File: src/rtl/cu_pkg.sv
// Shared types for the multicycle control unit: FSM states, opcode map,
// ALUOp encodings and the per-state control decode.
package cu_pkg;

    typedef enum logic [2:0] {
        S_IDLE   = 3'd0,
        S_FETCH  = 3'd1,
        S_DECODE = 3'd2,
        S_EXEC   = 3'd3,
        S_MEM    = 3'd4,
        S_WB     = 3'd5,
        S_TRAP   = 3'd6
    } state_e;

    localparam logic [3:0] OP_R_HI = 4'h2;
    localparam logic [3:0] OP_I_LO = 4'h9;
    localparam logic [3:0] OP_I_HI = 4'hB;
    localparam logic [3:0] OP_LW   = 4'hC;
    localparam logic [3:0] OP_SW   = 4'hD;
    localparam logic [3:0] OP_BEQ  = 4'hF;

    localparam logic [1:0] ALU_ADD = 2'b00;
    localparam logic [1:0] ALU_SUB = 2'b01;
    localparam logic [1:0] ALU_RFN = 2'b10;
    localparam logic [1:0] ALU_IOP = 2'b11;

    typedef enum logic [2:0] {
        C_R, C_I, C_LW, C_SW, C_BEQ, C_ILL
    } op_class_e;

    typedef struct packed {
        logic       regdst;
        logic       alusrc;
        logic       memtoreg;
        logic       regwrite;
        logic       memread;
        logic       memwrite;
        logic [1:0] aluop;
        logic       branch;
        logic       fetch;
        logic       iord;
        logic       trap;
    } ctrl_t;

    function automatic op_class_e classify(logic [3:0] op);
        op_class_e c;
        unique case (1'b1)
            (op <= OP_R_HI):                   c = C_R;
            (op >= OP_I_LO && op <= OP_I_HI):  c = C_I;
            (op == OP_LW):                     c = C_LW;
            (op == OP_SW):                     c = C_SW;
            (op == OP_BEQ):                    c = C_BEQ;
            default:                           c = C_ILL;
        endcase
        return c;
    endfunction

    function automatic ctrl_t decode_ctrl(state_e st, op_class_e cls);
        ctrl_t c;
        c = '0;
        case (st)
            S_FETCH: begin
                c.memread = 1'b1;
                c.fetch   = 1'b1;
            end
            S_EXEC: begin
                c.regdst = (cls == C_R);
                c.alusrc = cls inside {C_I, C_LW, C_SW};
                c.branch = (cls == C_BEQ);
                case (cls)
                    C_R:     c.aluop = ALU_RFN;
                    C_I:     c.aluop = ALU_IOP;
                    C_BEQ:   c.aluop = ALU_SUB;
                    default: c.aluop = ALU_ADD;
                endcase
            end
            S_MEM: begin
                c.iord     = 1'b1;
                c.memread  = (cls == C_LW);
                c.memwrite = (cls == C_SW);
            end
            S_WB: begin
                c.regwrite = 1'b1;
                c.regdst   = (cls == C_R);
                c.memtoreg = (cls == C_LW);
            end
            S_TRAP: c.trap = 1'b1;
            default: ;
        endcase
        return c;
    endfunction

endpackage

File: src/rtl/cu_timeout_counter.sv
// Counts consecutive memory wait cycles and flags the last one allowed
// before a timeout; MEM_TIMEOUT of 0 disables the flag.
module cu_timeout_counter #(
    parameter int unsigned MEM_TIMEOUT = 16
) (
    input  logic clk_i,
    input  logic rst_i,
    input  logic clr_i,
    input  logic inc_i,
    output logic hit_o
);

    localparam int unsigned CW = (MEM_TIMEOUT > 2) ? $clog2(MEM_TIMEOUT) : 1;
    localparam logic [CW-1:0] LIMIT = CW'(MEM_TIMEOUT - 1);

    logic [CW-1:0] count_q, count_d;

    assign hit_o = (MEM_TIMEOUT != 0) && inc_i && (count_q == LIMIT);

    // Saturates so a disabled timeout never wraps back through zero.
    always_comb begin
        count_d = count_q;
        if (clr_i || hit_o) begin
            count_d = '0;
        end else if (inc_i && count_q != '1) begin
            count_d = count_q + CW'(1);
        end
    end

    always_ff @(posedge clk_i) begin
        if (rst_i) begin
            count_q <= '0;
        end else begin
            count_q <= count_d;
        end
    end

endmodule

File: src/rtl/multicycle_control_unit.sv
// Multicycle Moore control FSM: FETCH/DECODE/EXEC/MEM/WB with memory
// ready stalls, illegal-opcode and memory-timeout traps.
module multicycle_control_unit
    import cu_pkg::*;
#(
    parameter int unsigned OPCODE_W    = 4,
    parameter int unsigned ALUOP_W     = 2,
    parameter int unsigned MEM_TIMEOUT = 16
) (
    input  logic                Clock_i,
    input  logic                Reset_i,
    input  logic [OPCODE_W-1:0] OPCode_i,
    input  logic                MemReady_i,
    output logic                RegDst_o,
    output logic                ALUSrc_o,
    output logic                MemToReg_o,
    output logic                RegWrite_o,
    output logic                MemRead_o,
    output logic                MemWrite_o,
    output logic [ALUOP_W-1:0]  ALUOp_o,
    output logic                Branch_o,
    output logic                PCWrite_o,
    output logic                IRWrite_o,
    output logic                IorD_o,
    output logic                Trap_o
);

    state_e     state_q, state_d;
    logic [3:0] opcode_q, opcode_d;
    ctrl_t      ctrl_q;
    op_class_e  cls_q;
    logic       wait_st;
    logic       tmo_hit;
    logic       op_legal;

    assign cls_q   = classify(opcode_q);
    assign wait_st = (state_q == S_FETCH) || (state_q == S_MEM);

    assign op_legal = (OPCode_i == OPCODE_W'(OPCode_i[3:0]))
                   && (classify(OPCode_i[3:0]) != C_ILL);

    cu_timeout_counter #(
        .MEM_TIMEOUT(MEM_TIMEOUT)
    ) u_tmo (
        .clk_i(Clock_i),
        .rst_i(Reset_i),
        .clr_i(!wait_st || MemReady_i),
        .inc_i(wait_st && !MemReady_i),
        .hit_o(tmo_hit)
    );

    always_comb begin
        state_d  = state_q;
        opcode_d = opcode_q;
        unique case (state_q)
            S_IDLE:  state_d = S_FETCH;
            S_FETCH: begin
                if (MemReady_i) begin
                    state_d = S_DECODE;
                end else if (tmo_hit) begin
                    state_d = S_TRAP;
                end
            end
            S_DECODE: begin
                opcode_d = OPCode_i[3:0];
                state_d  = op_legal ? S_EXEC : S_TRAP;
            end
            S_EXEC: begin
                unique case (cls_q)
                    C_R, C_I:   state_d = S_WB;
                    C_LW, C_SW: state_d = S_MEM;
                    C_BEQ:      state_d = S_FETCH;
                    default:    state_d = S_TRAP;
                endcase
            end
            S_MEM: begin
                if (MemReady_i) begin
                    state_d = (cls_q == C_LW) ? S_WB : S_FETCH;
                end else if (tmo_hit) begin
                    state_d = S_TRAP;
                end
            end
            S_WB:    state_d = S_FETCH;
            S_TRAP:  state_d = S_TRAP;
            default: state_d = S_IDLE;
        endcase
    end

    // Controls are registered from the next state so they line up with state_q.
    always_ff @(posedge Clock_i) begin
        if (Reset_i) begin
            state_q  <= S_IDLE;
            opcode_q <= '0;
            ctrl_q   <= '0;
        end else begin
            state_q  <= state_d;
            opcode_q <= opcode_d;
            ctrl_q   <= decode_ctrl(state_d, classify(opcode_d));
        end
    end

    assign RegDst_o   = ctrl_q.regdst;
    assign ALUSrc_o   = ctrl_q.alusrc;
    assign MemToReg_o = ctrl_q.memtoreg;
    assign RegWrite_o = ctrl_q.regwrite;
    assign MemRead_o  = ctrl_q.memread;
    assign MemWrite_o = ctrl_q.memwrite;
    assign ALUOp_o    = ALUOP_W'(ctrl_q.aluop);
    assign Branch_o   = ctrl_q.branch;
    assign IorD_o     = ctrl_q.iord;
    assign Trap_o     = ctrl_q.trap;

    // IR load and PC advance commit only on the cycle memory delivers the word.
    assign IRWrite_o  = ctrl_q.fetch & MemReady_i;
    assign PCWrite_o  = ctrl_q.fetch & MemReady_i;

endmodule

File: config.mk
export PLATFORM = sky130hd
export DESIGN_NAME = multicycle_control_unit
export DESIGN_NICKNAME = d
export VERILOG_FILES = /design/src/rtl/cu_pkg.sv /design/src/rtl/cu_timeout_counter.sv /design/src/rtl/multicycle_control_unit.sv
export SDC_FILE = /design/constraint.sdc
export NUM_CORES = 1
export LEC_CHECK = 0
export ABC_AREA = 1
export CAP_MARGIN = 20
export CORE_UTILIZATION = 40
export CTS_CLUSTER_SIZE = 40
export DETAILED_ROUTE_END_ITERATION = 7
export HOLD_SLACK_MARGIN = 0.03
export PLACE_DENSITY_LB_ADDON = 0.1
export SYNTH_ARGS = -nofsm -noshare
export SYNTH_HDL_FRONTEND = slang
export SYNTH_HIERARCHICAL = 1
export SYNTH_SLANG_ARGS = --single-unit
File: constraint.sdc
create_clock -name Clock_i -period 4.65 [get_ports Clock_i]
set_input_delay 0.465 -clock Clock_i [delete_from_list [all_inputs] [get_ports Clock_i]]
set_output_delay 0.465 -clock Clock_i [all_outputs]
set_load 0.01 [all_outputs]
# ---- After elaboration in Yosys (flattened, before gate mapping)
# Index checks and enable logic that the tools add are counted.
# Widths: inputs -> output; s select.
dict set report op_classes {
  eq_ne 31
  bitwise_logic 5
  add_sub_neg 1
  n_lt_le_gt_ge 9
  mux 18
  n_reduce_logical 24
}
# cell count
set ops {}
lappend ops {{$pmux 3 s5} 3}
lappend ops {{$eq 4x4->1 const B} 10}
lappend ops {{$eq 3x3->1 const B} 8}
lappend ops {{$eq 3x2->1 const B} 7}
lappend ops {{$mux 3} 6}
lappend ops {{$pmux 3 s6} 1}
lappend ops {{$reduce_or 2->1} 9}
lappend ops {{$eq 3x1->1 const B} 4}
lappend ops {{$ge 4x4->1 const B} 3}
lappend ops {{$le 4x2->1 const B} 3}
lappend ops {{$le 4x4->1 const B} 3}
lappend ops {{$logic_not 3->1} 3}
lappend ops {{$pmux 3 s3} 1}
lappend ops {{$logic_and 1x1->1} 6}
lappend ops {{$pmux 2 s3} 1}
lappend ops {{$add 4x1->4 const B} 1}
lappend ops {{$mux 1} 4}
lappend ops {{$mux 4} 1}
lappend ops {{$ne 4x4->1 const B} 1}
lappend ops {{$not 1->1} 4}
lappend ops {{$logic_or 1x1->1} 3}
lappend ops {{$ne 3x3->1 const B} 1}
lappend ops {{$reduce_bool 3->1} 1}
lappend ops {{$logic_not 1->1} 2}
lappend ops {{other kinds (2)} 2}
dict set report totals {
  register_bits 23
  output_inout_bits 13
  in_bits 7
  word_cells 102
}

# ---- Depth between registers and ports, before layout
dict set report depth {
  ltp_word 11
  ltp_mapped 16
  depth_no_buf 16
}

# ---- By module
# Netlist, hierarchy kept.
# module n_inst seq_area_each_um2 cells_each area_per_inst_um2
set by_module_without_submodules {}
lappend by_module_without_submodules {multicycle_control_unit 1 380.4 153 1048.5}
lappend by_module_without_submodules {cu_timeout_counter 1 80.1 31 247.7}

# ---- Worst setup path after synthesis
# OpenSTA, ideal clock, no wires.
dict set report synth_path {
  path_type {register to register}
  from {register state_q[2]}
  to {register ctrl_q, in the netlist RegDst_o}
  arrival_time_ps 1866
  setup_time_ps 113
  path_slack_ps 2670
  synth_period_minus_slack_ps 1980
  required_time_ps 4537
  stages_incl_launch_ff 17
  n_path_buf 1
  cell_sequence {dfxtp_1 -> buf_6 -> inv_1 -> nand2_1 -> nand2_1 -> inv_1 -> nor2_1 -> inv_2 -> nor2_4 -> nor2_1 -> nor2_1 -> o21a_1 -> nand2_1 -> inv_1 -> nand2_1 -> nand3_1 -> nor2_1}
}
dict set report synth_between {
  elab_chain_len 11
  elab_cells_between_ends 31
  cone_classes {3 x order compare; 11 x eq/ne; 7 x mux; 1 x bitwise; 9 x reduce/logical}
}
# element line
set synth_lines {}
lappend synth_lines {{from (decl)} multicycle_control_unit.sv:28} ;# state_e state_q, state_d;
lappend synth_lines {{from (signal assigned)} multicycle_control_unit.sv:96} ;# state_q <= state_d;
lappend synth_lines {{$eq 3x1->1 / $eq 3x3->1 (equally long branches)} multicycle_control_unit.sv:37} ;# assign wait_st = (state_q == S_FETCH) || (state_q == S_MEM);
lappend synth_lines {{$logic_or 1x1->1 (*)} multicycle_control_unit.sv:37}
lappend synth_lines {{$logic_and 1x1->1 (*)} multicycle_control_unit.sv:48} ;# .inc_i(wait_st && !MemReady_i),
lappend synth_lines {{$logic_and 1x1->1 (*)} cu_timeout_counter.sv:18} ;# assign hit_o = (MEM_TIMEOUT != 0) && inc_i && (count_q == LIMIT);
lappend synth_lines {{named net tmo_hit} multicycle_control_unit.sv:33} ;# logic tmo_hit;
lappend synth_lines {{$mux 3 (*)} {multicycle_control_unit.sv:60, multicycle_control_unit.sv:79}}
lappend synth_lines {{$mux 3, on equally long branches} {multicycle_control_unit.sv:77, multicycle_control_unit.sv:58}}
lappend synth_lines {{$pmux 3 s6 (*)} multicycle_control_unit.sv:55} ;# unique case (state_q)
lappend synth_lines {{$eq 3x3->1 / $eq 3x2->1 (equally long branches)} cu_pkg.sv:61} ;# case (st)
lappend synth_lines {{$reduce_or 2->1 (no line) (*)} --}
lappend synth_lines {{$not 1->1 (no line) (*)} --}
lappend synth_lines {{$reduce_or 2->1 (no line) (*)} --}
lappend synth_lines {{to (signal assigned)} multicycle_control_unit.sv:98} ;# ctrl_q <= decode_ctrl(state_d, classify(opcode_d));
lappend synth_lines {{to (decl)} multicycle_control_unit.sv:30} ;# ctrl_t ctrl_q;
# The timed path passes the listed nets; every way through them passes the cells marked *. The select of a mux whose other input is x is not followed.
# A chain may end at the register's enable or synchronous reset.

# ---- Final worst setup path
# Same ends and word-level chain as after synthesis.

==> flow_summary.toml <==
[critical_path]
crit_path_start_kind = "flop"
crit_required_ns = 4.85
criticalPathCategory = "reg -> reg"
path_cells = "nand2_1 > nand2_1 > inv_1 > nor2_1 > inv_2 > nor2_4 > nor2_1 > nor2_1 > o21a_1 > nand2_1 > inv_1 > nand2_1 > nand3_1 > nor2_1"
end_kind = "flop"
arrival_ns = 2.54
slowest_stage = "dfxtp_1"
cp_slowest_stage_delay_ns = 0.58
critical_path.max_fanout = 8

[routing]
firstDrtPassIters = 4
vias = 1120
wirelength_um = 2410
drt.antenna.violating_nets = 0
wl_per_cell_um = 9.77
drt-initial-drc-count = 47
drc = 0
vias_per_cell = 4.53

[power]
p_sw_uw = 166
p_seq_share_pct = 48.2
p_leak_uw = 0.000682
ir_worst_vdd_mv = 0.236
p_comb_share_pct = 33.0
total_power_uw = 473
pwr_density_cell_mw_per_mm2 = 309
internal_power_uw = 308
p_clk_share_pct = 18.8
netSwitchingFraction_pct = 35.0

[floorplan]
core_area_mm2 = 0.00305
die_area_mm2 = 0.00347
ios = 20
start_util_pct = 42.5
chipWidth_um = 58.9
fp.dieH_um = 58.9
num_rows = 20

[clock_tree]
cts.hold.buffers_added = 0
path_clk_slew_ns = 0.12
cts_resized = 0
post_cts_buffers = 0
htree_levels = 1
numClockSinks = 23
cts_max_path_buffers = 2
root_buffer = "clkbuf_4"
cts_buffers = 3
cts_tree = "done"
insertion_delay_ns = 0.30

[final_layout]
layout-drive-gt1-share_pct = 15.3
nFillCells = 338
final_core_util_pct = 50.2
seqCellArea_um2 = 460
antenna_cells = 0
fin_nets = 212
area_growth_pct = 18.3
multi_input_area_um2 = 693

[timing]
min_period_ns = 2.34
rsz0062_at_grt = "no"
finalHoldViolCount = 0
fin_skew_ns = 0.00774
fin_crit_sh_pct = 50.2
finalSetupTns_ns = 0
slew_violations = 0
setup_viol = 0
max_freq_mhz = 428
worst_slew_pin_slew_ns = 0.508
slew_headroom_pct = 66.0

[yosys]
yosys.area_share.adder_pct = 0.965
synth_ff_type = "dfxtp_1"
synth_nets = 192
yosys_register_bits = 23
netlist_area_mm2 = 0.00130
yosys.area_share.xor_xnor_pct = 0.676
yosysMostFrequentCell = "nand2_1"
synth_area_leaders = "dfxtp_1 36%, nand2_1 13%, nor2_1 8.1%, inv_1 7.2%, nand3_1 5.8%"
yosysSeqAreaShare_pct = 35.5
yosysWarnings = 6
yosysUniqueCellTypes = 30
synth_compound_area_share_pct = 8.40
yosys.area.top_type = "dfxtp_1"
synth_cells = 184
synthTopCellsByCount = "45 x nand2_1, 28 x nor2_1, 25 x inv_1"
synth_top_family_by_area = "simple AND/OR/NAND/NOR gates"
synth_edf_count = 0
syn_avg_cell_area_um2 = 7.04
muxShareOfSynthArea_pct = 0
async_flop_share_pct = 0
synthSimpleGateAreaFrac_pct = 43.4
synth_top_area_share_pct = 35.5

[place]
port_buffers = 19
dp_hpwl_um = 1990
routabilityCongestion = 0.816

[grt]
grt_pass1_wl_um = 4280
grt_pass1_vias = 1031
grt_start_max_net_pins = 13
grt_antenna_before_repair = 0
grt_util_all_layers_pct = 16.3
gr-total-overflow = 0

[flow_run]
max_cap_violations = 0

[worst_hold_path]
worstHoldPathType = "reg -> reg"

[outcome]
outcome = "completed"
[routing by layer]
layer | vias to the layer above | GRT usage (%) | part of all wire, % | wire length (um)
met1 | 489 | 21.7 | 50 | 1210
met4 | 0 | 4.08 | 0.79 | 19
li1 | 603 | - | - | -
met3 | 2 | 3.96 | 4.8 | 117
met2 | 26 | 26.6 | 44 | 1070
met5 | - | 0 | 0 | 0
[critical path, delay by kind of cell, from the launching register on]
family                 cells  cell delay (ns)
DFF                        1             0.58
buffers and inverters      3             0.29
AOI/OAI and AO/OA          1             0.14
and+or+nand+nor           10             1.22
[registers in the layout, indices dropped and copies added (netlist names)]
register       cells
state_q            3
u_tmo/count_q      4
ALUSrc_o           1
MemRead_o          1
RegDst_o           1
MemWrite_o         1
IorD_o             1
ALUOp_o            2
opcode_q           4
MemToReg_o         1
Branch_o           1
RegWrite_o         1
ctrl_q             1
Trap_o             1
[power groups by stage]
| stage | registers [uW] | logic [uW] | clock network [uW] |
|---|---|---|---|
| 2_1_floorplan | 230 | 120 | 0 |
| 3_3_place_gp | 233 | 157 | 0 |
| 3_5_place_dp | 233 | 157 | 0 |
| 4_1_cts | 228 | 157 | 94.0 |
| 5_1_grt | 230 | 178 | 102 |
| 6_report | 228 | 156 | 88.9 |
[worst paths after layout]
check | end | cells after the start | startpoint | slack, ns
worst max-delay path | RegDst_o$_SDFF_PP0_ | 14 | state_q[2]$_SDFF_PP0_ | 2.31
worst min-delay path | u_tmo/count_q[1]$_SDFFE_PP0P_ | 2 | u_tmo/count_q[1]$_SDFFE_PP0P_ | 0.53
worst max register to register | RegDst_o$_SDFF_PP0_ | 14 | state_q[2]$_SDFF_PP0_ | 2.31
worst min register to register | u_tmo/count_q[1]$_SDFFE_PP0P_ | 2 | u_tmo/count_q[1]$_SDFFE_PP0P_ | 0.53
[cell families (layout without fill, tap and decap cells)]
| kind of cell | after synthesis | after routing |
|---|---|---|
| AOI/OAI and AO/OA | 14 | 14 |
| DFF | 23 | 23 |
| adders and majority gates | 1 | 1 |
| xor gates and xnor gates | 1 | 1 |
| and+or+nand+nor | 112 | 112 |
| buffers and inverters | 33 | 52 |
[cell type report]
cell class              instances  share of cell area (%)
well taps                      44                    3.59
repair buffers                 19                    12.4
clock buffers                   4                    1.71
flip-flops and latches         23                    30.0
multi-input cells             128                    45.2
inverters                      29                    7.10
[cells in the final DEF (no fill, tap or decap), drive strengths merged]
cell type / count
o21ai: 10
clkdlybuf4s50: 19
dfxtp: 23
a21oi: 2
xnor2: 1
inv: 29
clkbuf: 4
ha: 1
o21bai: 1
nand4: 3
or2: 3
nor3: 1
nand3: 18
nor2: 35
and2: 3
o21a: 1
nand2: 49
[stage by stage]
stage          setup WS, ns  hold slack, ns  cell area, um^2  instances
6_report               2.31           0.527             1530        247
5_1_grt                2.01           0.547             1530        247
4_1_cts                2.30           0.524             1530        247
3_5_place_dp           2.17           0.507             1510        243
3_3_place_gp           2.23           0.493             1510        243
2_1_floorplan          2.67           0.476             1300        184
Note: power is estimated with default switching activity, not from simulation.
==> RTL change: new RTL, same settings <==
The 7 states of `state_e` get a one-hot encoding in 7 bits.
--- a/src/rtl/cu_pkg.sv
+++ b/src/rtl/cu_pkg.sv
@@ -4,10 +4,10 @@
 
-    typedef enum logic [2:0] {
-        S_IDLE   = 3'd0,
-        S_FETCH  = 3'd1,
-        S_DECODE = 3'd2,
-        S_EXEC   = 3'd3,
-        S_MEM    = 3'd4,
-        S_WB     = 3'd5,
-        S_TRAP   = 3'd6
+    typedef enum logic [6:0] {
+        S_IDLE   = 7'b0000001,
+        S_FETCH  = 7'b0000010,
+        S_DECODE = 7'b0000100,
+        S_EXEC   = 7'b0001000,
+        S_MEM    = 7'b0010000,
+        S_WB     = 7'b0100000,
+        S_TRAP   = 7'b1000000
     } state_e;
Formal check against the unedited RTL: no difference found for any inputs over 10 cycles, from zero or initial values and one cycle with Reset_i high; not proved beyond that.
==> RTL change against the unedited design <==
Area after synthesis rose by 14%; wire length rose by 17%; sequential cell count rose by 4; design area rose by 14%; clock skew barely moved; hold slack got worse by 0.012 ns; worst setup slack improved by 0.16 ns; critical endpoint is now PCWrite_o; largest cell class unchanged; highest routed layer unchanged.
Power is not compared: it rests on default switching activity, and its combinational part moved more than twofold at a synthesized area within 25%.
==> RTL change: results (changes against the unedited design) <==
status:
  outcome: "complete, no violations"
setup_path:
  path_max_fanout: 6  # -2
  crit_slowest_cell: "clkdlybuf4s50_1"
  r2r_slack_ns: 2.57  # +0.26 ns
  rr_worst_depth: 14  # unchanged
  r2r_end: "MemRead_o$_SDFF_PP0_"
  timing.rr.start: "state_q[6]$_SDFF_PP0_"
  cp.arrival_ns: 1.71  # -0.83 ns
timing:
  slew_violations: 0  # unchanged
  finClkSkew_ns: 0.00730  # -0.000436 ns
  tightest_slew_ns: 0.391  # -0.117 ns
global_route:
  grt_pass1_vias: 1160  # +13%
  grt_pass1_wl_mm: 4.73  # +10%
  grt_max_degree: 17  # +4
  grtUsageTotal: 0.153  # -0.0101
cells_and_area:
  drive_above_1_share: 0.221  # +0.0685
  nFillCells: 354  # +4.7%
  finish.net_count: 226  # +6.6%
  largestRegisters: "state_q x7, opcode_q x4, u_tmo/count_q x4"
route:
  highest_layer: "met4"
  wl_met1_mm: 1.22  # +0.58%
  dr.first_iter.drc_count: 30  # -36%
  met2WireLength_mm: 1.42  # +33%
  vias: 1277  # +14%
  wl_met3_um: 138  # +18%
synth:
  ys_warn_count: 6  # unchanged
  dominantRegCellSynth: "dfxtp_1"
  synth_common_cells: "nand2_1 (34), dfxtp_1 (27), nor2_1 (24)"
  seq_area_frac_synth: 0.366  # +0.0106
  yosys-top-cells-area: "dfxtp_1 (37%), nand2_1 (8.6%), nand2_2 (6.4%)"
  synth_nets: 206  # +7.3%
power_and_ir_drop:
  internal_power_uw: 317
clock_tree:
  clock_latency_ns: 0.28  # -0.02 ns
  clk_pin_slew_ns: 0.09  # -0.03 ns
  clock_tree.htree_level_count: 1  # unchanged
  clock-root-buffer: "clkbuf_8"
place:
  gp_congestion: 0.904  # +11%
  dp_hpwl_mm: 2.35  # +18%
  place_area_sq_mm: 0.00170  # +13%
==> RTL change: changes by cell type after synthesis, sizes merged, moves of 2 or more <==
cell and delta:
nand4 +2, a21oi +4, nand2 +4, o21ai -2
nor3 +4, and2 -3, nand3 +3, clkinv +3
dfxtp +4, nor2 -5
==> RTL change: worst max-delay path by stage <==
stage | startpoint | endpoint | slack, ns | cells after the start
final | MemReady_i | PCWrite_o | 2.47 | 4
after detailed placement | MemReady_i | MemRead_o$_SDFF_PP0_ | 2.39 | 11
after global routing | MemReady_i | IRWrite_o | 2.38 | 4
after floorplan | state_q[6]$_SDFF_PP0_ | MemRead_o$_SDFF_PP0_ | 2.92 | 16
after global placement | MemReady_i | MemRead_o$_SDFF_PP0_ | 2.46 | 11
after CTS | MemReady_i | PCWrite_o | 2.45 | 4
==> RTL change: area by class of cell <==
cell class,instances,area [sq um],share of cell area
Tap cell,46,57.6,0.0329
Clock buffer,3,41.3,0.0236
Sequential cell,27,541,0.309
Multi-Input combinational cell,135,788,0.451
Clock inverter,1,7.51,0.00429
Timing Repair Buffer,19,190,0.109
Inverter,32,123,0.0702
==> RTL change: kinds of logic after synthesis <==
family,share of synthesized area
buffers and inverters,0.101
AOI/OAI and AO/OA,0.0771
adders and majority gates,0.00847
and+or+nand+nor,0.442
DFF,0.366
xor gates and xnor gates,0.00593
==> RTL change: power by group through the flow <==
| stage | logic, uW | clock network, uW | registers, uW |
|---|---|---|---|
| final | 48.2 | 136 | 240 |
| after CTS | 48.8 | 141 | 241 |
| after floorplan | 31.4 | 0 | 246 |
| after global placement | 48.1 | 0 | 246 |
| after global routing | 54.3 | 153 | 241 |
| after detailed placement | 48.7 | 0 | 246 |
==> RTL change: metrics by stage <==
stage	power, uW	worst slack, ns	hold slack [ns]	cells	util
6_report	424	2.47	0.515	263	0.508
5_1_grt	448	2.38	0.554	263	0.508
4_1_cts	430	2.45	0.521	263	0.508
3_5_place_dp	295	2.39	0.507	259	0.494
3_3_place_gp	294	2.46	0.494	259	0.494
2_1_floorplan	277	2.92	0.476	198	-
==> RTL change: critical path, delay by kind of cell <==
kind | cells | cell delay (ns)
and+or+nand+nor | 1 | 0.08
buffers and inverters | 3 | 1.17
==> RTL change: routing by layer <==
metal,vias up,track usage
met5,-,0
met4,0,0.0756
met3,8,0.0292
met2,30,0.266
met1,580,0.179
li1,659,-
